[src/rtl/gbe_rx_frame_counter_if.sv]
// -----------------------------------------------------------------------------
// gbe_rx_frame_counter_if
//
// Purpose:
//   Groups the 10GbE core RX status signals observed by gbe_rx_frame_counter.
//   The core (or a testbench standing in for it) drives the signals through
//   the master modport. The counter only observes them through the slave
//   modport.
//
// Signals:
//   rx_valid         RX data word valid this cycle
//   rx_end_of_frame  last word of frame, qualified by rx_valid
//   rx_bad_frame     CRC/framing error, meaningful only on the EOF word
//   rx_overrun       core RX buffer overrun flag (level)
//
// Handshake: the bus has no ready signal. A word is transferred on every rising
//   user_clk edge where rx_valid=1. The observer never back-pressures the bus.
// -----------------------------------------------------------------------------
interface gbe_rx_frame_counter_if;
    logic rx_valid;
    logic rx_end_of_frame;
    logic rx_bad_frame;
    logic rx_overrun;

    modport master (
        output rx_valid,
        output rx_end_of_frame,
        output rx_bad_frame,
        output rx_overrun
    );

    modport slave (
        input rx_valid,
        input rx_end_of_frame,
        input rx_bad_frame,
        input rx_overrun
    );
endinterface

[src/rtl/gbe_rx_frame_counter.sv]
// -----------------------------------------------------------------------------
// gbe_rx_frame_counter
//
// Purpose:
//   Passive monitor of the 10GbE RX bus in the user_clk domain. It counts good
//   frames, bad frames and overrun events, and it records the word length of
//   the last completed frame. good_ctr feeds the gbe1 rxctr software register.
//   The other outputs feed sibling registers.
//
// Optional feature (macro RXCTR_ERR_CNT_EN):
//   Defined   : bad_ctr and overrun_ctr are counted.
//   Undefined : bad_ctr and overrun_ctr are tied to 0, and their logic is
//               removed. Bad frames are not counted as good frames, but they
//               still load last_len.
//
// Parameters:
//   CTR_W    width of good_ctr / bad_ctr / overrun_ctr
//   LEN_W    width of last_len. The word counter saturates at 2^LEN_W-1.
//   SATURATE 0 = counters wrap, 1 = counters hold at all-ones
//
// Ports:
//   user_clk     RX user clock. All logic runs on its rising edge.
//   user_rst     asynchronous, active-high reset
//   rx           RX bus (slave modport of gbe_rx_frame_counter_if)
//   ctr_en       counting enable (level)
//   ctr_rst      counter clear request. Its rising edge clears the counters.
//   good_ctr     good frame count
//   bad_ctr      bad frame count
//   overrun_ctr  count of rx_overrun rising edges
//   last_len     word length of the most recent completed frame
//   in_frame     registered copy of (state == IN_FRAME)
// -----------------------------------------------------------------------------
module gbe_rx_frame_counter #(
    parameter int CTR_W    = 32,
    parameter int LEN_W    = 16,
    parameter bit SATURATE = 1'b0
) (
    input  logic                       user_clk,
    input  logic                       user_rst,
    gbe_rx_frame_counter_if.slave      rx,
    input  logic                       ctr_en,
    input  logic                       ctr_rst,
    output logic [CTR_W-1:0]           good_ctr,
    output logic [CTR_W-1:0]           bad_ctr,
    output logic [CTR_W-1:0]           overrun_ctr,
    output logic [LEN_W-1:0]           last_len,
    output logic                       in_frame
);

    typedef enum logic {
        IDLE     = 1'b0,
        IN_FRAME = 1'b1
    } state_t;

    state_t           state;
    logic [LEN_W-1:0] word_cnt;
    logic             ctr_rst_q;
    logic             clr;
    logic             eof_word;
    logic [LEN_W-1:0] frame_len;
    logic [CTR_W-1:0] good_nxt;
    logic [LEN_W-1:0] len_nxt;

    // Statistics counter increment. The counter wraps or holds at all-ones,
    // depending on SATURATE.
    function automatic logic [CTR_W-1:0] ctr_inc(input logic [CTR_W-1:0] v);
        if (SATURATE && (&v))
            return v;
        else
            return v + CTR_W'(1);
    endfunction

    // The word counter always saturates, so very long frames report the max.
    function automatic logic [LEN_W-1:0] len_inc(input logic [LEN_W-1:0] v);
        if (&v)
            return v;
        else
            return v + LEN_W'(1);
    endfunction

    assign clr       = ctr_rst & ~ctr_rst_q;
    assign eof_word  = rx.rx_valid & rx.rx_end_of_frame;
    // A frame that completes from IDLE is a single-word frame.
    assign frame_len = (state == IDLE) ? LEN_W'(1) : len_inc(word_cnt);

    // Frame-tracking FSM. in_frame is registered together with the state.
    always_ff @(posedge user_clk or posedge user_rst) begin
        if (user_rst) begin
            state    <= IDLE;
            word_cnt <= '0;
            in_frame <= 1'b0;
        end else if (rx.rx_valid) begin
            case (state)
                IDLE: begin
                    if (!rx.rx_end_of_frame) begin
                        state    <= IN_FRAME;
                        word_cnt <= LEN_W'(1);
                        in_frame <= 1'b1;
                    end
                end
                IN_FRAME: begin
                    if (rx.rx_end_of_frame) begin
                        state    <= IDLE;
                        word_cnt <= '0;
                        in_frame <= 1'b0;
                    end else begin
                        word_cnt <= len_inc(word_cnt);
                    end
                end
                default: begin
                    state    <= IDLE;
                    word_cnt <= '0;
                    in_frame <= 1'b0;
                end
            endcase
        end
    end

    // The clear is edge-detected against the previous ctr_rst sample, so
    // holding ctr_rst high clears only once.
    always_ff @(posedge user_clk or posedge user_rst) begin
        if (user_rst)
            ctr_rst_q <= 1'b0;
        else
            ctr_rst_q <= ctr_rst;
    end

    // The clear is applied first and the event second. A count event in the
    // same cycle as a clear therefore leaves the counter at 1.
    always_comb begin
        good_nxt = clr ? '0 : good_ctr;
        len_nxt  = clr ? '0 : last_len;
        if (eof_word) begin
            len_nxt = frame_len;
            if (ctr_en && !rx.rx_bad_frame)
                good_nxt = ctr_inc(good_nxt);
        end
    end

    always_ff @(posedge user_clk or posedge user_rst) begin
        if (user_rst) begin
            good_ctr <= '0;
            last_len <= '0;
        end else begin
            good_ctr <= good_nxt;
            last_len <= len_nxt;
        end
    end

`ifdef RXCTR_ERR_CNT_EN
    logic             overrun_q;
    logic             overrun_rise;
    logic [CTR_W-1:0] bad_nxt;
    logic [CTR_W-1:0] overrun_nxt;

    assign overrun_rise = rx.rx_overrun & ~overrun_q;

    always_comb begin
        bad_nxt     = clr ? '0 : bad_ctr;
        overrun_nxt = clr ? '0 : overrun_ctr;
        if (eof_word && ctr_en && rx.rx_bad_frame)
            bad_nxt = ctr_inc(bad_nxt);
        if (overrun_rise && ctr_en)
            overrun_nxt = ctr_inc(overrun_nxt);
    end

    always_ff @(posedge user_clk or posedge user_rst) begin
        if (user_rst) begin
            overrun_q   <= 1'b0;
            bad_ctr     <= '0;
            overrun_ctr <= '0;
        end else begin
            overrun_q   <= rx.rx_overrun;
            bad_ctr     <= bad_nxt;
            overrun_ctr <= overrun_nxt;
        end
    end
`else
    // The error counters are compiled out. The overrun flag has no consumer.
    logic unused_overrun;
    assign unused_overrun = rx.rx_overrun;
    assign bad_ctr        = '0;
    assign overrun_ctr    = '0;
`endif

endmodule

[src/flat_wrapper.sv]
// flat-port wrapper written by rule: the top's interface ports become plain ports
module gbe_rx_frame_counter_flat 
#(
    parameter int CTR_W    = 32,
    parameter int LEN_W    = 16,
    parameter bit SATURATE = 1'b0
)
  (user_clk, user_rst, ctr_en, ctr_rst, good_ctr, bad_ctr, overrun_ctr, last_len, in_frame, rx_rx_valid, rx_rx_end_of_frame, rx_rx_bad_frame, rx_rx_overrun);
  gbe_rx_frame_counter_if rx_i ();
  input  logic user_clk;
  input  logic user_rst;
  input  logic ctr_en;
  input  logic ctr_rst;
  output logic [CTR_W-1:0] good_ctr;
  output logic [CTR_W-1:0] bad_ctr;
  output logic [CTR_W-1:0] overrun_ctr;
  output logic [LEN_W-1:0] last_len;
  output logic in_frame;
  input wire logic [$bits(rx_i.rx_valid)-1:0] rx_rx_valid;
  input wire logic [$bits(rx_i.rx_end_of_frame)-1:0] rx_rx_end_of_frame;
  input wire logic [$bits(rx_i.rx_bad_frame)-1:0] rx_rx_bad_frame;
  input wire logic [$bits(rx_i.rx_overrun)-1:0] rx_rx_overrun;
  assign rx_i.rx_valid = rx_rx_valid;
  assign rx_i.rx_end_of_frame = rx_rx_end_of_frame;
  assign rx_i.rx_bad_frame = rx_rx_bad_frame;
  assign rx_i.rx_overrun = rx_rx_overrun;
  gbe_rx_frame_counter #(.CTR_W(CTR_W), .LEN_W(LEN_W), .SATURATE(SATURATE)) u_core (.user_clk(user_clk), .user_rst(user_rst), .rx(rx_i), .ctr_en(ctr_en), .ctr_rst(ctr_rst), .good_ctr(good_ctr), .bad_ctr(bad_ctr), .overrun_ctr(overrun_ctr), .last_len(last_len), .in_frame(in_frame));
endmodule
[config.mk]
export PLATFORM = sky130hd
export DESIGN_NAME = gbe_rx_frame_counter_flat
export DESIGN_NICKNAME = d
export VERILOG_FILES = /design/src/rtl/gbe_rx_frame_counter_if.sv /design/src/rtl/gbe_rx_frame_counter.sv /design/src/flat_wrapper.sv
export SDC_FILE = /design/constraint.sdc
export NUM_CORES = 1
export LEC_CHECK = 0
export CORE_ASPECT_RATIO = 0.6
export CORE_UTILIZATION = 25
export CTS_BUF_LIST = sky130_fd_sc_hd__clkbuf_8
export CTS_CLUSTER_DIAMETER = 120
export DETAILED_ROUTE_END_ITERATION = 8
export HOLD_SLACK_MARGIN = 0.1
export MAX_ROUTING_LAYER = met4
export PLACE_DENSITY = 0.54
export SETUP_SLACK_MARGIN = 0.2
export SLEW_MARGIN = 20
export SYNTH_ARGS = -nofsm -noshare
export SYNTH_HDL_FRONTEND = slang
export SYNTH_SLANG_ARGS = --single-unit
[constraint.sdc]
create_clock -name user_clk -period 7.1 [get_ports user_clk]
set_input_delay 1.775 -clock user_clk [delete_from_list [all_inputs] [get_ports user_clk]]
set_output_delay 1.775 -clock user_clk [all_outputs]
set_load 0.05 [all_outputs]
==> results of run 1 <==
## stage by stage
| stage | setup WS, ns | util | total power [uW] | hold slack [ns] |
|---|---|---|---|---|
| after floorplan | 3.53 | - | 559 | 0.530 |
| after global placement | 2.55 | 0.293 | 562 | 0.450 |
| after detailed placement | 2.46 | 0.293 | 564 | 0.461 |
| after CTS | 2.86 | 0.307 | 942 | 0.481 |
| after global routing | 2.75 | 0.307 | 969 | 0.521 |
| final | 2.87 | 0.307 | 923 | 0.476 |
## registers in the layout, summed over array words and instances (netlist names)
signal / count
u_core.state: 1
u_core.last_len: 16
u_core.ctr_rst_q: 1
u_core.in_frame: 1
u_core.word_cnt: 16
u_core.good_ctr: 32
## worst reg2reg max path: cells and delay by family (launching register included)
| kind | cells | cell delay [ns] |
|---|---|---|
| buffers and inverters | 1 | 0.18 |
| and+or+nand+nor | 5 | 1.63 |
| AOI/OAI and AO/OA | 1 | 0.16 |
| DFF | 1 | 0.37 |
| adders and majority gates | 1 | 0.19 |
## per-layer routing
layer	track usage	part of all wire
met1	0.184	0.54
met2	0.174	0.41
met4	0.0427	0.0089
met3	0.0291	0.038
met5	-	0
## cell families (layout without fill, tap and decap cells)
| kind of cell | after synthesis | count (layout) | synth area share |
|---|---|---|---|
| compound gates | 79 | 79 | 0.119 |
| xor+xnor | 34 | 34 | 0.0734 |
| fa+ha+maj | 3 | 3 | 0.00925 |
| buf+inv | 93 | 84 | 0.150 |
| flops | 67 | 67 | 0.413 |
| mux | 2 | 2 | 0.00524 |
| other cells | 1 | 64 | 0.000924 |
| simple gates | 167 | 167 | 0.229 |
## layout make-up
| cell class | instances | area (um^2) |
|---|---|---|
| fillers | 1629 | 10800 |
| repair buffers | 61 | 596 |
| multi-input cells | 349 | 2020 |
| clock inverters | 7 | 100 |
| well taps | 203 | 254 |
| inverters | 7 | 26.3 |
| flip-flops and latches | 67 | 1680 |
| clock buffers | 9 | 124 |
## cell usage in the layout, fill, tap and decap left out, drive strengths merged, types with 7 or more instances in the layout
cell / instances
xor2: 27
conb: 64
nand2: 48
nor2: 29
clkbuf: 9
nand4: 20
nand3: 17
a21oi: 23
and3: 7
o21ai: 29
clkdlybuf4s50: 55
inv: 9
and2: 8
xnor2: 7
or3: 9
dfrtp: 67
## power by group through the flow
| stage | registers (uW) | clock network (uW) | logic (uW) |
|---|---|---|---|
| floorplan | 418 | 0 | 141 |
| global placement | 405 | 0 | 156 |
| detailed placement | 406 | 0 | 158 |
| CTS | 398 | 385 | 158 |
| global route | 400 | 401 | 168 |
| finish | 398 | 367 | 158 |
## how the worst max path moves through the flow
stage                             startpoint  slack (ns)                             end  cells past startpoint
after CTS                 rx_rx_end_of_frame        2.86  u_core.word_cnt[7]$_DFFE_PP0P_                      6
final                     rx_rx_end_of_frame        2.87  u_core.word_cnt[7]$_DFFE_PP0P_                      6
after detailed placement  rx_rx_end_of_frame        2.46  u_core.word_cnt[7]$_DFFE_PP0P_                      6
after global routing                 ctr_rst        2.75   u_core.good_ctr[28]$_DFF_PP0_                      9
after floorplan                      ctr_rst        3.53   u_core.good_ctr[30]$_DFF_PP0_                      8
after global placement    rx_rx_end_of_frame        2.55  u_core.word_cnt[7]$_DFFE_PP0P_                      6
==> impl_metrics.toml, run 1 <==
[drt]
vias = 3212
ant_nets = 0
drt_first_iter_violations = 179
first_pass_iters = 7
routedWlPerCell_um = 14.2
wl_um = 10000
vias_per_cell = 4.57
drc_errors = 5

[min_path]
min_to = "u_core.last_len[13]$_DFFE_PP0P_"
worstHoldStart = "u_core.last_len[13]$_DFFE_PP0P_"
min_path_type = "flip-flop to flip-flop"
hold_depth = 2

[critical_path]
critical-path-top-delay-family = "simple AND/OR/NAND/NOR gates"
cpMaxStageDelayCell = "or3_2"
crit_path_start_kind = "input pin"
crit_path_end_kind = "flip-flop"
worst-path-buf-inv = 1
path_cells = "clkdlybuf4s50_1 -> ha_1 -> nand2b_1 -> or3_2 -> or4_1 -> o21ai_0"
critPathRequiredTime_ns = 7.38
r2r_start = "u_core.ctr_rst_q$_DFF_PP0_"
r2r-end = "u_core.good_ctr[30]$_DFF_PP0_"
critPathArrivalTime_ns = 4.52
reg2reg_slack_ns = 4.50
crit_fanout = 14
critPathMaxStageDelay_ns = 0.70
rr_worst_depth = 8
worstSetupPathType = "input pin to flip-flop"

[die]
ios = 121
core-area_mm2 = 0.0156
die_y_um = 101
num_rows = 35
die_x_um = 166
die_area_mm2 = 0.0168
initial_core_util = 0.260

[pwr]
p_comb_frac = 0.171
p_per_area_mw_per_mm2 = 193
vdd_drop_max_v = 0.0000697
p_leak_uw = 0.00207
seqPwrFrac = 0.432
internal_power_uw = 615
swShare = 0.334
clock_power_share = 0.398
power_switching_uw = 308

[placed_design]
dpl.cell_count = 687
gp_congestion = 0.858
dp_hpwl_um = 7180
numPortBuffers = 55
place_area_mm2 = 0.00457

[clock_tree]
insertion_delay_ns = 0.35
clk_pin_slew_ns = 0.09
htree_levels = 3
cts_setup_buffers = 0
post_cts_resized = 0
cts.sinks = 67
holdBufCountCts = 0
cts_buffers = 9
cts_buffer_depth = 2
clockRootBuffer = "clkbuf_8"
cts_tree = "built"

[logic_synthesis]
async_reset_ff_frac = 1.00
yosysMostFrequentCell = "dfrtp_1"
yosysTopAreaCell = "dfrtp_1"
yosysWarnings = 0
yosysTopAreaCellShare = 0.413
syn-cell-area_mm2 = 0.00406
synth-edff-count = 0
ys_ff_latch = 67
synth_top_cells_by_area = "dfrtp_1, buf_4, xor2_1, nand2_1, o21ai_0"
ys_types = 57
synth_area_per_cell_um2 = 9.10
ys_seq_area_frac = 0.413
synthTopCellsByCount = "dfrtp_1, buf_4, nand2_1"
synth_cells = 446
ys.flop_type = "dfrtp_1"

[layout]
final_cell_area_mm2 = 0.00479
final_cells = 703
synthToLayoutAreaGrowth_pct = 18.1
final_nets = 506
drive_gt1_frac = 0.0780
diodes = 0

[global_routing]
grt.total_usage = 0.128
antenna_found_initial = 0
grt_max_degree = 68
grt_pass1_vias = 2971
grt_pass1_wl_um = 16000
grt_overflow = 0

[sta]
report.final.slew_viol_count = 0
relSlewSlack = 0.402
rsz0062_at_grt = "false"
max_freq_mhz = 236
finalHoldViolCount = 0
period_minus_slack_ns = 4.23
tns_ns = 0
finalSetupViolCount = 0
tightest_slew_ns = 0.896
fin_skew_ns = 0.00950
period_share = 0.596

[job]
maxCapViolCount = 0

[status]
outcome = "finished, violations left"
violations = "design-rule violations"
No activity file was read; power rests on OpenSTA's default activity.
==> inputs of run 2 (changes only) <==
Clock period 7.1 ns to 4.2 ns, I/O delays scaled along.
==> impl_metrics.toml, run 2 (synthesized netlist as in run 1, its figures left out) <==
[status]
outcome = "finished, violations left"
violations = "design-rule violations"

[drt]
wl_um = 10100
vias_per_cell = 4.50
drc_errors = 4
first_pass_iters = 8
drt_first_iter_violations = 126
ant_nets = 0
vias = 3183
routedWlPerCell_um = 14.4

[critical_path]
r2r_start = "u_core.state$_DFFE_PP0P_"
worstSetupPathType = "input pin to flip-flop"
reg2reg_slack_ns = 1.83
critPathArrivalTime_ns = 3.34
crit_path_end_kind = "flip-flop"
rr_worst_depth = 7
r2r-end = "u_core.word_cnt[7]$_DFFE_PP0P_"
critPathRequiredTime_ns = 4.47
crit_fanout = 11
crit_path_start_kind = "input pin"

[min_path]
hold_depth = 2
min_to = "u_core.last_len[13]$_DFFE_PP0P_"
worstHoldStart = "u_core.last_len[13]$_DFFE_PP0P_"
min_path_type = "flip-flop to flip-flop"

[sta]
fin_skew_ns = 0.0164
setup_ws_ns = 1.12
period_share = 0.733
report.final.slew_viol_count = 0
rsz0062_at_grt = "false"
finalHoldViolCount = 0
tns_ns = 0
tightest_slew_ns = 0.623
max_freq_mhz = 325
period_minus_slack_ns = 3.08
relSlewSlack = 0.584
finalSetupViolCount = 0

[die]
die_y_um = 101
ios = 121
initial_core_util = 0.260
die_area_mm2 = 0.0168
num_rows = 35
core-area_mm2 = 0.0156
die_x_um = 166

[layout]
diodes = 0
drive_gt1_frac = 0.0853
final_nets = 511
seq_area_mm2 = 0.00168
fillers = 1585
multiInputGateArea_mm2 = 0.00202
reg_top3 = "u_core.good_ctr x32, u_core.last_len x16, u_core.word_cnt x16"
postLayoutCoreUtil = 0.309
final_cell_area_mm2 = 0.00482
regMostFlops = "u_core.good_ctr"
final_common_cell = "dfrtp_1"
synthToLayoutAreaGrowth_pct = 18.8
most-common-layout-cells = "dfrtp_1, conb_1, clkdlybuf4s50_1, nand2_1"
largest_reg_flops = 32

[clock_tree]
insertion_delay_ns = 0.35
clockRootBuffer = "clkbuf_8"
cts_buffers = 9
cts_buffer_depth = 2
clk_pin_slew_ns = 0.08
cts.sinks = 67
post_cts_resized = 0
cts_tree = "built"
htree_levels = 3
cts_setup_buffers = 0
holdBufCountCts = 0

[pwr]
p_per_area_mw_per_mm2 = 321
total_power_uw = 1550
vdd_drop_max_v = 0.000131
p_leak_uw = 0.00209

[placed_design]
gp_congestion = 0.869
place_area_mm2 = 0.00461
dp_hpwl_um = 7480
numPortBuffers = 55
place_ws_ns = 0.774

[global_routing]
grt_pass1_vias = 2908
grt_overflow = 0
grt.total_usage = 0.127
grt_pass1_wl_um = 15900
antenna_found_initial = 0
grt_max_degree = 45

[job]
maxCapViolCount = 0
## run 2: cell count changes in the layout (fill, tap and decap cells not counted)
cell / change
buf_4: +5
inv_6: -2
clkinvlp_4: +1
clkbuf_8: +1
clkinv_2: +1
clkinv_4: -2
## run 2: area by class of cell
class | instances | share of cell area
clock buffer | 10 | 0.0285
clock inverter | 5 | 0.0161
inverter | 7 | 0.00545
multi-input combinational | 349 | 0.418
sequential | 67 | 0.348
tap | 203 | 0.0527
timing repair buffer | 66 | 0.131
## run 2: how the worst max path moves through the flow
stage                     slack (ns)   startpoint                             end  cells after the start
after floorplan                 1.36      ctr_rst   u_core.good_ctr[30]$_DFF_PP0_                      8
after global placement          0.83  rx_rx_valid  u_core.word_cnt[7]$_DFFE_PP0P_                      6
after detailed placement        0.77  rx_rx_valid   u_core.good_ctr[28]$_DFF_PP0_                      6
after CTS                       1.14  rx_rx_valid   u_core.good_ctr[30]$_DFF_PP0_                      6
after global routing            0.96  rx_rx_valid   u_core.good_ctr[26]$_DFF_PP0_                      6
final                           1.12  rx_rx_valid   u_core.good_ctr[28]$_DFF_PP0_                      6
## run 2: per-stage QoR
step,hold WS [ns],std cells
finish,0.477,707
global route,0.502,707
CTS,0.479,707
detailed placement,0.461,692
global placement,0.449,692
floorplan,0.530,509
## run 2: layer usage
metal,vias to the layer above,GRT usage,wire (um)
met2,83,0.165,4150
met1,1556,0.190,5450
met4,0,0.0356,101
li1,1535,-,-
met3,9,0.0310,451
met5,-,-,0
## run 2: critical path, cell delays in order
cell and delay, ns:
clkdlybuf4s50_1 0.74, nand4b_4 0.20, nor4b_4 0.53, nand4_2 0.29, or3_1 0.38, a21oi_1 0.16
## run 2: power breakdown
group | internal, uW | switching, uW | leakage [uW]
sequential | 657 | 17.2 | 0.000924
combinational | 45.9 | 224 | 0.00105
clock | 345 | 258 | 0.000108
total | 1050 | 499 | 0.00209
==> inputs of run 3 (changes only) <==
Settings changed: PLACE_DENSITY 0.54 to 0.56.
Clock period 4.2 ns to 2.6 ns, I/O delays scaled along.
==> impl_metrics.toml, run 3 (synthesized netlist as in run 1, its figures left out) <==
[layout]
fillers = 1611
reg_top3 = "u_core.good_ctr x32, u_core.last_len x16, u_core.word_cnt x16"
postLayoutCoreUtil = 0.324
regMostFlops = "u_core.good_ctr"
final_common_cell = "dfrtp_1"
final_nets = 531
final_cell_area_mm2 = 0.00506
most-common-layout-cells = "dfrtp_1, conb_1, clkdlybuf4s50_1, nand2_1"
diodes = 0
largest_reg_flops = 32
synthToLayoutAreaGrowth_pct = 24.6
drive_gt1_frac = 0.133

[die]
die_x_um = 166
core-area_mm2 = 0.0156
num_rows = 35
die_y_um = 101
initial_core_util = 0.260
die_area_mm2 = 0.0168
ios = 121

[min_path]
hold_depth = 2
worstHoldStart = "u_core.last_len[13]$_DFFE_PP0P_"
min_to = "u_core.last_len[13]$_DFFE_PP0P_"
min_path_type = "flip-flop to flip-flop"

[placed_design]
place_area_mm2 = 0.00475
gp_congestion = 0.871
numPortBuffers = 55
place_ws_ns = -0.172
dp_hpwl_um = 7570

[sta]
fin_skew_ns = 0.00857
setup_ws_ns = 0.284
max_freq_mhz = 432
period_minus_slack_ns = 2.32
finalSetupViolCount = 0
rsz0062_at_grt = "false"
tightest_slew_ns = 0.581
relSlewSlack = 0.611
report.final.slew_viol_count = 0
finalHoldViolCount = 0
period_share = 0.891

[clock_tree]
clockRootBuffer = "clkbuf_8"
holdBufCountCts = 0
htree_levels = 3
cts_buffers = 9
clk_pin_slew_ns = 0.08
insertion_delay_ns = 0.35
cts_tree = "built"
cts_buffer_depth = 2
cts.sinks = 67

[critical_path]
path_cells = "clkdlybuf4s50_1"
crit_fanout = 7
critPathArrivalTime_ns = 1.67
cpMaxStageDelayCell = "clkdlybuf4s50_1"
crit_path_start_kind = "flip-flop"
critPathMaxStageDelay_ns = 0.85
critical-path-top-delay-family = "buffers and inverters"
r2r-end = "u_core.word_cnt[2]$_DFFE_PP0P_"
crit_path_end_kind = "primary output"
worst-path-buf-inv = 1
worstSetupPathType = "flip-flop to primary output"
r2r_start = "u_core.state$_DFFE_PP0P_"
reg2reg_slack_ns = 0.51
critPathRequiredTime_ns = 1.95
rr_worst_depth = 7

[global_routing]
grt_overflow = 0
antenna_found_initial = 0
grt.total_usage = 0.131
grt_max_degree = 68
grt_pass1_vias = 2932
grt_pass1_wl_um = 16400

[drt]
ant_nets = 0
routedWlPerCell_um = 14.2
first_pass_iters = 7
drt_first_iter_violations = 159
wl_um = 10400
vias = 3267
drc_errors = 5
vias_per_cell = 4.49

[job]
maxCapViolCount = 0

[pwr]
vdd_drop_max_v = 0.000258
p_leak_uw = 0.00223
p_per_area_mw_per_mm2 = 519

[status]
violations = "design-rule violations"
outcome = "finished, violations left"
==> run 3: layer usage <==
| metal | global-route usage | part of all wire | vias to the layer above |
|---|---|---|---|
| li1 | - | - | 1580 |
| met1 | 0.208 | 0.56 | 1583 |
| met2 | 0.154 | 0.38 | 96 |
| met3 | 0.0298 | 0.048 | 8 |
| met4 | 0.0420 | 0.0092 | 0 |
| met5 | - | 0 | - |
==> run 3: where the power goes <==
part           total [uW]  internal (uW)  switching (uW)
Clock                1070            635             438
Sequential           1080           1060            20.8
Combinational         468           96.5             372
Total                2620           1790             831
==> run 3: layout make-up <==
cell class	instances	area (um^2)	area share
well taps	203	254	0.0502
multi-input cells	349	2050	0.405
repair buffers	86	813	0.161
flip-flops and latches	67	1680	0.332
clock inverters	7	116	0.0230
inverters	7	26.3	0.00520
clock buffers	9	124	0.0245
==> run 3: timing repair <==
item / in CTS / in global routing
resized for setup: 0 / 9
pin swaps: 0 / 1
buffers inserted: 0 / 4
endpoints found under the setup margin: 2 / 8
==> run 3: worst max path at each step <==
stage                                   from                              to  slack, ns  depth (start not counted)
6_report       u_core.good_ctr[16]$_DFF_PP0_                    good_ctr[16]       0.28                          1
5_1_grt        u_core.good_ctr[16]$_DFF_PP0_                    good_ctr[16]       0.23                          1
4_1_cts                              ctr_rst   u_core.good_ctr[26]$_DFF_PP0_       0.19                          9
3_5_place_dp                         ctr_rst   u_core.good_ctr[30]$_DFF_PP0_      -0.17                          9
3_3_place_gp              rx_rx_end_of_frame  u_core.word_cnt[2]$_DFFE_PP0P_      -0.17                          7
2_1_floorplan                        ctr_rst   u_core.good_ctr[30]$_DFF_PP0_       0.25                          8
==> run 3: through the flow <==
step / instances / power, uW / TNS, ns / hold slack, ns
CTS: 724 / 2660 / 0 / 0.491
global route: 728 / 2740 / 0 / 0.481
floorplan: 509 / 1530 / 0 / 0.530
detailed placement: 708 / 1570 / -1.30 / 0.472
global placement: 708 / 1560 / -0.945 / 0.455
finish: 728 / 2620 / 0 / 0.480
